<file path="config.mk">
export PLATFORM = sky130hd
export DESIGN_NAME = intdiv_remul
export DESIGN_NICKNAME = d
export VERILOG_FILES = /design/src/rtl/intdiv_remul_pkg.sv /design/src/rtl/intdiv_booth_step.sv /design/src/rtl/intdiv_remul.sv
export SDC_FILE = /design/constraint.sdc
export NUM_CORES = 1
export LEC_CHECK = 0
export ABC_AREA = 1
export ABC_CLOCK_PERIOD_IN_PS = 5100
export CORE_UTILIZATION = 30
export CTS_CLUSTER_SIZE = 25
export DETAILED_ROUTE_END_ITERATION = 16
export PLACE_DENSITY_LB_ADDON = 0.3
export SLEW_MARGIN = 0
export SYNTH_ARGS = -nofsm -noshare
export SYNTH_HDL_FRONTEND = slang
export SYNTH_SLANG_ARGS = --single-unit
</file>
<file path="constraint.sdc">
create_clock -name clock -period 5.1 [get_ports clock]
set_input_delay 0.765 -clock clock [delete_from_list [all_inputs] [get_ports clock]]
set_output_delay 0.765 -clock clock [all_outputs]
set_load 0.005 [all_outputs]
</file>
<file path="src/rtl/intdiv_remul_pkg.sv">
// Shared types for the divide-result reconstruction path.
// Holds the controller state encoding used by intdiv_remul.
package intdiv_remul_pkg;

   typedef enum logic [1:0] {
      S_IDLE = 2'b00,
      S_BUSY = 2'b01,
      S_ADD  = 2'b10,
      S_DONE = 2'b11
   } state_e;

   localparam int N_DEF    = 4;
   localparam int CNTW_DEF = 3;

endpackage

</file>
<file path="src/rtl/intdiv_booth_step.sv">
// One radix-2 Booth step: add/sub sign-extended y into the upper field,
// then arithmetic shift right by one.
module intdiv_booth_step #(
   parameter int N = 4
) (
   input  logic [2*N+1:0] acc_i,
   input  logic [N-1:0]   y_i,
   output logic [2*N+1:0] acc_o
);

   logic [N:0] ys;
   logic [N:0] hi;

   always_comb begin
      ys = {y_i[N-1], y_i};
      hi = acc_i[2*N+1:N+1];
      unique case (acc_i[1:0])
         2'b01:   hi = hi + ys;
         2'b10:   hi = hi - ys;
         default: ;
      endcase
      acc_o = {hi[N], hi, acc_i[N:1]};
   end

endmodule

</file>
<file path="src/rtl/intdiv_remul.sv">
// Rebuilds the dividend x = z*y + r with a multicycle Booth multiplier
// followed by a remainder-add step; valid/ready on both sides.
import intdiv_remul_pkg::*;

module intdiv_remul #(
   parameter int N    = N_DEF,
   parameter int CNTW = CNTW_DEF
) (
   input  logic         clock,
   input  logic         reset_n,
   input  logic         in_valid,
   output logic         in_ready,
   input  logic [N-1:0] z,
   input  logic [N-1:0] y,
   input  logic [N-1:0] r,
   output logic         out_valid,
   input  logic         out_ready,
   output logic [N-1:0] x_out,
   output logic         ovf
);

   localparam int AW = 2*N+2;
   localparam logic [CNTW-1:0] CNT_LAST = CNTW'(N-1);

   state_e          state_q, state_d;
   logic [AW-1:0]   acc_q, acc_d, acc_step;
   logic [CNTW-1:0] cnt_q, cnt_d;
   logic [N-1:0]    y_q, y_d, r_q, r_d, x_q, x_d;
   logic            ovf_q, ovf_d;
   logic [AW-1:0]   sum_w;
   logic [N+1:0]    top_w;
   logic            unused_lsb;

   intdiv_booth_step #(.N(N)) u_step (
      .acc_i (acc_q),
      .y_i   (y_q),
      .acc_o (acc_step)
   );

   // r is added one bit up so the Booth guard bit stays in place
   assign sum_w      = acc_q + {{(N+1){r_q[N-1]}}, r_q, 1'b0};
   assign top_w      = sum_w[AW-1:N];
   assign unused_lsb = sum_w[0];

   always_ff @(posedge clock or negedge reset_n) begin
      if (!reset_n) begin
         state_q <= S_IDLE;
         acc_q   <= '0;
         cnt_q   <= '0;
         y_q     <= '0;
         r_q     <= '0;
         x_q     <= '0;
         ovf_q   <= 1'b0;
      end else begin
         state_q <= state_d;
         acc_q   <= acc_d;
         cnt_q   <= cnt_d;
         y_q     <= y_d;
         r_q     <= r_d;
         x_q     <= x_d;
         ovf_q   <= ovf_d;
      end
   end

   always_comb begin
      state_d   = state_q;
      acc_d     = acc_q;
      cnt_d     = cnt_q;
      y_d       = y_q;
      r_d       = r_q;
      x_d       = x_q;
      ovf_d     = ovf_q;
      in_ready  = 1'b0;
      out_valid = 1'b0;
      unique case (state_q)
         S_IDLE: begin
            in_ready = 1'b1;
            if (in_valid) begin
               acc_d   = {{(N+1){1'b0}}, z, 1'b0};
               y_d     = y;
               r_d     = r;
               cnt_d   = '0;
               state_d = S_BUSY;
            end
         end
         S_BUSY: begin
            acc_d = acc_step;
            cnt_d = cnt_q + 1'b1;
            if (cnt_q == CNT_LAST) state_d = S_ADD;
         end
         S_ADD: begin
            x_d     = sum_w[N:1];
            ovf_d   = ~((&top_w) | ~(|top_w));
            state_d = S_DONE;
         end
         S_DONE: begin
            out_valid = 1'b1;
            if (out_ready) state_d = S_IDLE;
         end
         default: ;
      endcase
   end

   assign x_out = x_q;
   assign ovf   = ovf_q;

endmodule

</file>
==> metrics.md, run 1 <==
| Metric | Value |
|---|---|
| Synth unique cells | `27` |
| Detailed-route vias per instance | `4.55` |
| Startpoint Class | `register` |
| Worst hold stages | `2` |
| GPL Wtd Cong | `approximately 0.86` |
| Reg2Reg Setup Slack | `2.98 ns` |
| Pwr Total | `between 1.5 and 2 mW` |
| Residual DRC | `0` |
| Sequential area share after synthesis | `0.365` |
| Synth Flop Type | `dfrtp_1` |
| Initial antenna violation count | `0` |
| Clock latency on the worst-skew pair | `between 0.2 and 0.3 ns` |
| RSZ-0062 raised after global routing | `no` |
| Adder-cell share of the synthesized area | `0.157` |
| Cells after synthesis | `248` |
| WL met1 | `1940 um` |
| Layout cell share with drive strength beyond 1 | `0.0586` |
| Clk sinks | `27` |
| R2R cell count | `9` |
| Post-synthesis mux area share | `0` |
| CTS Buffer Depth | `2` |
| Minimum clock period | `about 2.3 ns` |
| Status | `finished, final reports clean` |
| Fin. Hold Viols | `0` |
| Routed WL per cell | `around 11 um` |
| Post-synthesis compound-gate area fraction | `0.124` |
| IR drop worst, VDD | `255 uV` |
| Leak | `around 1.1 nW` |
| Filler instances | `611` |
| Largest family of logic cells by synthesized area | `simple AND/OR/NAND/NOR gates` |
| Hold Path Sink | `x_out[1]$_DFFE_PN0P_` |
| Mapped Nets | `286` |
| Final #Nets | `between 300 and 400` |
| CTS Buf Count | `3` |
| Detailed-placement wirelength estimate | `roughly 3000 um` |
| Core footprint | `5920 um^2` |
| First-pass GRT wire length | `7050 um` |
| Total I/O pin count | `23` |
| Highest clock rate | `0.429 GHz` |
| Area contributors post-synth | `dfrtp_1 36%, nand2_1 16%, ha_1 14%` |
| Syn Area/Cell | `approximately 7.5 um^2` |
| Crit path required time | `4.34 ns` |
| Post-Syn Area | `1850 um^2` |
| Site row count | `28` |
| Endpoints failing setup | `0` |
| # H-tree levels | `1` |
| Full die area | `6490 um^2` |
| Area growth, synth to finish | `19.3%` |
| CP Capture Type | `output pin` |
| Largest net degree at the start of global routing | `28` |
| Post-cts sizing count | `0` |
| Setup ws final | `2.77 ns` |
| Hold Path Class | `reg -> reg` |
| Top cell type's share of synthesized area | `0.365` |
| Setup TNS | `0 ns` |
| CTS tree | `done` |
| Antenna Nets Post-Route | `0` |
| DRT Pass-1 Iters | `4` |
| Clock Skew | `between 0.007 and 0.008 ns` |
| Maxcap violations | `0` |
| Starting Density | `0.313` |
| Tot GR Track Use | `0.138` |
| Die height | `80.6 um` |
| Top layer in use | `met4` |
| Register bit total from synthesis | `27` |
| # port buffers | `22` |
| Synth Area in Simple Gates | `0.264` |
| Synth Area in XOR/XNOR | `0.00946` |
| Leading cell type by number of instances after synthesis | `nand2_1` |
| Die boundary width | `80.6 um` |
| WL met2 | `1710 um` |
| Worst-path clk slew | `0.09 ns` |
| Antenna diode instance count | `0` |
| Area leader, netlist | `dfrtp_1` |
| Critical R2R Capture | `acc_q[7]$_DFFE_PN0P_` |
| Wirelength, routed | `between 3000 and 4000 um` |
| Clock root cell | `clkbuf_8` |
| Crit path max fanout | `5` |
| Power density cells | `716 nW/um^2` |
| Critical Path AT | `1.57 ns` |
| Max transition margin | `0.688` |
| Hold Startpoint | `x_out[1]$_DFFE_PN0P_` |
| EDFF count, synth | `0` |
| Met3 WL | `96 um` |
| Setup fix buffers added after clock tree synthesis | `0` |
| Post-synth ARST share | `1.00` |
| Place WS | `2.89 ns` |
| Final period util | `0.457` |
| Iteration-0 DRC count of the detailed router | `57` |
| Worst setup path class | `reg -> out` |
| Routed via count | `1582` |
| Synth warnings | `0` |
| Synth top cells by count | `78 x nand2_1, 34 x inv_1, 27 x dfrtp_1, 20 x ha_1, 17 x nor2_1` |
| Vias in the first global route | `1627` |
| Slew @ Worst Pin | `about 0.47 ns` |
| Final max-slew violation count | `0` |
| CTS Hold Buffers Added | `0` |
| Launch point of the worst reg-to-reg path | `acc_q[1]$_DFFE_PN0P_` |
| Remaining global-route overflow | `0` |
-- per-stage QoR --
stage	util	instances	area (um^2)	hold slack, ns
detailed placement	0.365	344	2160	0.463
CTS	0.373	348	2210	0.487
floorplan	-	248	1850	0.453
global route	0.373	348	2210	0.494
finish	0.373	348	2210	0.481
global placement	0.365	344	2160	0.459
-- critical path: stages, from the launching register on --
cell	delay [ns]
dfrtp_1	0.41
inv_1	0.11
ha_1	0.25
clkdlybuf4s50_1	0.53
-- worst max path at each step --
| stage | start | endpoint | slack (ns) | cells past startpoint |
|---|---|---|---|---|
| 2_1_floorplan | acc_q[1]$_DFFE_PN0P_ | acc_q[8]$_DFFE_PN0P_ | 3.23 | 9 |
| 3_3_place_gp | in_valid | acc_q[8]$_DFFE_PN0P_ | 2.94 | 6 |
| 3_5_place_dp | in_valid | acc_q[8]$_DFFE_PN0P_ | 2.89 | 6 |
| 4_1_cts | state_q[1]$_DFFE_PN0P_ | in_ready | 2.74 | 3 |
| 5_1_grt | state_q[1]$_DFFE_PN0P_ | in_ready | 2.67 | 3 |
| 6_report | state_q[1]$_DFFE_PN0P_ | in_ready | 2.77 | 3 |
-- layout make-up --
class                      count  area [um^2]  area share
clock buffer                   3         41.3      0.0187
clock inverter                 1         5.00     0.00227
inverter                      37          139      0.0629
multi-input combinational    182         1030       0.465
sequential                    27          676       0.306
tap                           75         93.8      0.0425
timing repair buffer          23          228       0.103
-- flip-flops by register name, summed over array words and instances (netlist names) --
| signal | count |
|---|---|
| x_out | 4 |
| cnt_q | 3 |
| acc_q | 9 |
| state_q | 2 |
| ovf | 1 |
| r_q | 4 |
| y_q | 4 |
-- metal layers --
layer / vias up / global-route usage
met2: 18 / 0.241
met4: 0 / 0.0268
met5: - / 0
li1: 850 / -
met1: 712 / 0.182
met3: 2 / 0.0182
-- logic make-up after synthesis --
| group | Yosys count |
|---|---|
| flops | 27 |
| fa+ha+maj | 22 |
| buf+inv | 39 |
| simple gates | 117 |
| compound gates | 41 |
| xor+xnor | 2 |
-- layout by cell type, fill, tap and decap left out, types with 5 or more instances in the layout --
cell	netlist	final
a21oi_1	11	11
clkdlybuf4s50_1	0	22
dfrtp_1	27	27
ha_1	20	20
inv_1	34	34
nand2_1	78	78
nand3_1	11	11
nor2_1	17	17
o21ai_0	16	16
o22ai_1	5	5
-- power by group --
| group | internal (mW) | switching [mW] |
|---|---|---|
| Combinational | 0.440 | 0.624 |
| Sequential | 0.319 | 0.0804 |
| Clock | 0.0546 | 0.0643 |
| Total | 0.813 | 0.769 |
No activity file was read; power rests on OpenSTA's default activity.
==> run 2, diff against run 1 <==
ABC_CLOCK_PERIOD_IN_PS = 2000   (was 5100)
clock period = 2 ns   (was 5.1 ns; I/O delays follow)
==> run 2 against run 1 <==
Against the previous run:
- register-to-register slack worse by 3.0 ns
- hold slack worse by 0.083 ns
- global-route usage down 0.092 points
- highest routed layer unchanged
- count of clock-buffer cells in the layout up 1
- critical path type is now reg -> reg
- wire length up 9.4%
==> metrics.md, run 2 (synthesis gave the netlist of run 1 again) <==
| Metric | Value |
|---|---|
| Clock Skew | `0.00523 ns` |
| Placement Cell Area | `roughly 2200 um^2` |
| Minimum clock period | `2.00 ns` |
| Clock latency on the worst-skew pair | `0.27 ns` |
| Site row count | `28` |
| Final hold slack | `between 0.3 and 0.4 ns` |
| Internal Pwr Total | `about 2.4 mW` |
| Finished Cell Area | `2360 um^2` |
| Most frequent cells in the layout | `74 x nand2_1, 30 x inv_1, 26 x dfrtp_1, 22 x clkdlybuf4s50_1` |
| Detailed-route vias per instance | `4.58` |
| Switching Share | `0.481` |
| Initial antenna violation count | `0` |
| Fin. Hold Viols | `0` |
| Final period util | `0.998` |
| Antenna Nets Post-Route | `0` |
| # H-tree levels | `1` |
| Routed WL per cell | `11.6 um` |
| Max reg flops | `9` |
| CTS tree | `done` |
| Iteration-0 DRC count of the detailed router | `61` |
| Status | `finished, final reports clean` |
| Highest clock rate | `0.501 GHz` |
| Die height | `80.6 um` |
| Antenna diode instance count | `0` |
| Setup TNS | `0 ns` |
| Register name with the most flops | `acc_q` |
| Total I/O pin count | `23` |
| Worst-path clk slew | `around 0.090 ns` |
| Slew @ Worst Pin | `0.447 ns` |
| First-pass GRT wire length | `6950 um` |
| Largest net degree at the start of global routing | `28` |
| Routed via count | `roughly 1600` |
| Clock root cell | `clkbuf_8` |
| Starting Density | `0.313` |
| Power density cells | `between 1500 and 2000 nW/um^2` |
| Remaining global-route overflow | `0` |
| Hold Path Class | `in -> async` |
| Final max-slew violation count | `0` |
| Layout cell share with drive strength beyond 1 | `0.164` |
| Final core occ | `0.399` |
| Final Non-Filler Cells | `about 360` |
| Placed Cells | `350` |
| NetSw | `about 2.2 mW` |
| # port buffers | `22` |
| Critical Path AT | `2.19 ns` |
| Crit path required time | `2.20 ns` |
| Final #Nets | `320` |
| Detailed-placement wirelength estimate | `between 3000 and 4000 um` |
| Area growth, synth to finish | `27.7%` |
| CP Capture Type | `register` |
| Endpoints failing setup | `0` |
| Filler instances | `617` |
| Startpoint Class | `register` |
| Maxcap violations | `0` |
| Core footprint | `a little under 6000 um^2` |
| CTS Buffer Depth | `2` |
| Full die area | `6490 um^2` |
| Wirelength, routed | `4130 um` |
| Crit path max fanout | `6` |
| Vias in the first global route | `1544` |
| DRT Pass-1 Iters | `4` |
| Clk sinks | `27` |
| GPL Wtd Cong | `0.802` |
| Leak | `about 1.2 nW` |
| IR drop worst, VDD | `676 uV` |
| Tot GR Track Use | `0.137` |
| Worst setup path class | `reg -> reg` |
| Combinational power share | `0.705` |
| Die boundary width | `80.6 um` |
| Max transition margin | `0.699` |
| CTS Buf Count | `3` |
| Residual DRC | `0` |
| Clock Power Share | `0.069` |
| Seq pwr share | `0.225` |
| Most common library cell in the layout ignoring fill and taps | `nand2_1` |
-- run 2: worst max-delay path, stage by stage, from the launching register on --
cell	delay, ns
dfrtp_2	0.44
ha_4	0.19
a31oi_2	0.16
xor2_1	0.16
inv_1	0.06
ha_1	0.31
a21oi_2	0.16
nand2_1	0.13
nand3_2	0.12
nand3_2	0.07
o22ai_1	0.12
-- run 2: what timing repair did --
| action | 4_1_cts | 5_1_grt |
|---|---|---|
| setup buffers | 2 | 1 |
| gates resized for setup | 2 | 26 |
| pin swaps | 2 | 8 |
| hold buffers | 0 | 0 |
| setup endpoints to repair | 2 | 4 |
-- run 2: final cells by class --
| type | count | area, um^2 | area share |
|---|---|---|---|
| Clock buffer | 4 | 45.0 | 0.0190 |
| Tap cell | 75 | 93.8 | 0.0397 |
| Timing Repair Buffer | 31 | 288 | 0.122 |
| Multi-Input combinational cell | 182 | 1120 | 0.475 |
| Inverter | 37 | 139 | 0.0587 |
| Sequential cell | 27 | 677 | 0.286 |
-- run 2: power groups by stage --
| stage | logic, mW | clock network [mW] | registers, mW |
|---|---|---|---|
| 3_3_place_gp | 2.80 | 0 | 1.02 |
| 3_5_place_dp | 2.84 | 0 | 1.03 |
| 6_report | 3.24 | 0.319 | 1.04 |
| 5_1_grt | 3.70 | 0.356 | 1.07 |
| 4_1_cts | 2.88 | 0.329 | 1.02 |
| 2_1_floorplan | 2.09 | 0 | 0.978 |
-- run 2: per-stage QoR --
| stage | power, mW | setup slack, ns |
|---|---|---|
| 3_5_place_dp | 3.87 | -0.0631 |
| 3_3_place_gp | 3.82 | 0.0127 |
| 5_1_grt | 5.12 | -0.0908 |
| 2_1_floorplan | 3.07 | 0.129 |
| 4_1_cts | 4.23 | -0.0329 |
| 6_report | 4.59 | 0.00421 |
-- run 2: per-layer routing --
layer / part of all wire / up-vias / GRT usage
met3: 0.023 / 2 / 0.0159
met5: 0 / - / 0
met4: 0.0051 / 0 / 0.0375
met1: 0.51 / 746 / 0.179
met2: 0.47 / 19 / 0.236
li1: - / 862 / -
-- run 2: worst paths after layout --
kind                                        end            startpoint  slack (ns)  cells after the start
max                        acc_q[8]$_DFFE_PN0P_  acc_q[1]$_DFFE_PN0P_       0.004                     10
min                          y_q[2]$_DFFE_PN0P_               reset_n        0.40                      2
max reg2reg                acc_q[8]$_DFFE_PN0P_  acc_q[1]$_DFFE_PN0P_       0.004                     10
min reg2reg                x_out[1]$_DFFE_PN0P_  x_out[1]$_DFFE_PN0P_        0.48                      2
max in group asynchronous  acc_q[1]$_DFFE_PN0P_               reset_n        1.31                      2
min in group clock         x_out[1]$_DFFE_PN0P_  x_out[1]$_DFFE_PN0P_        0.48                      2
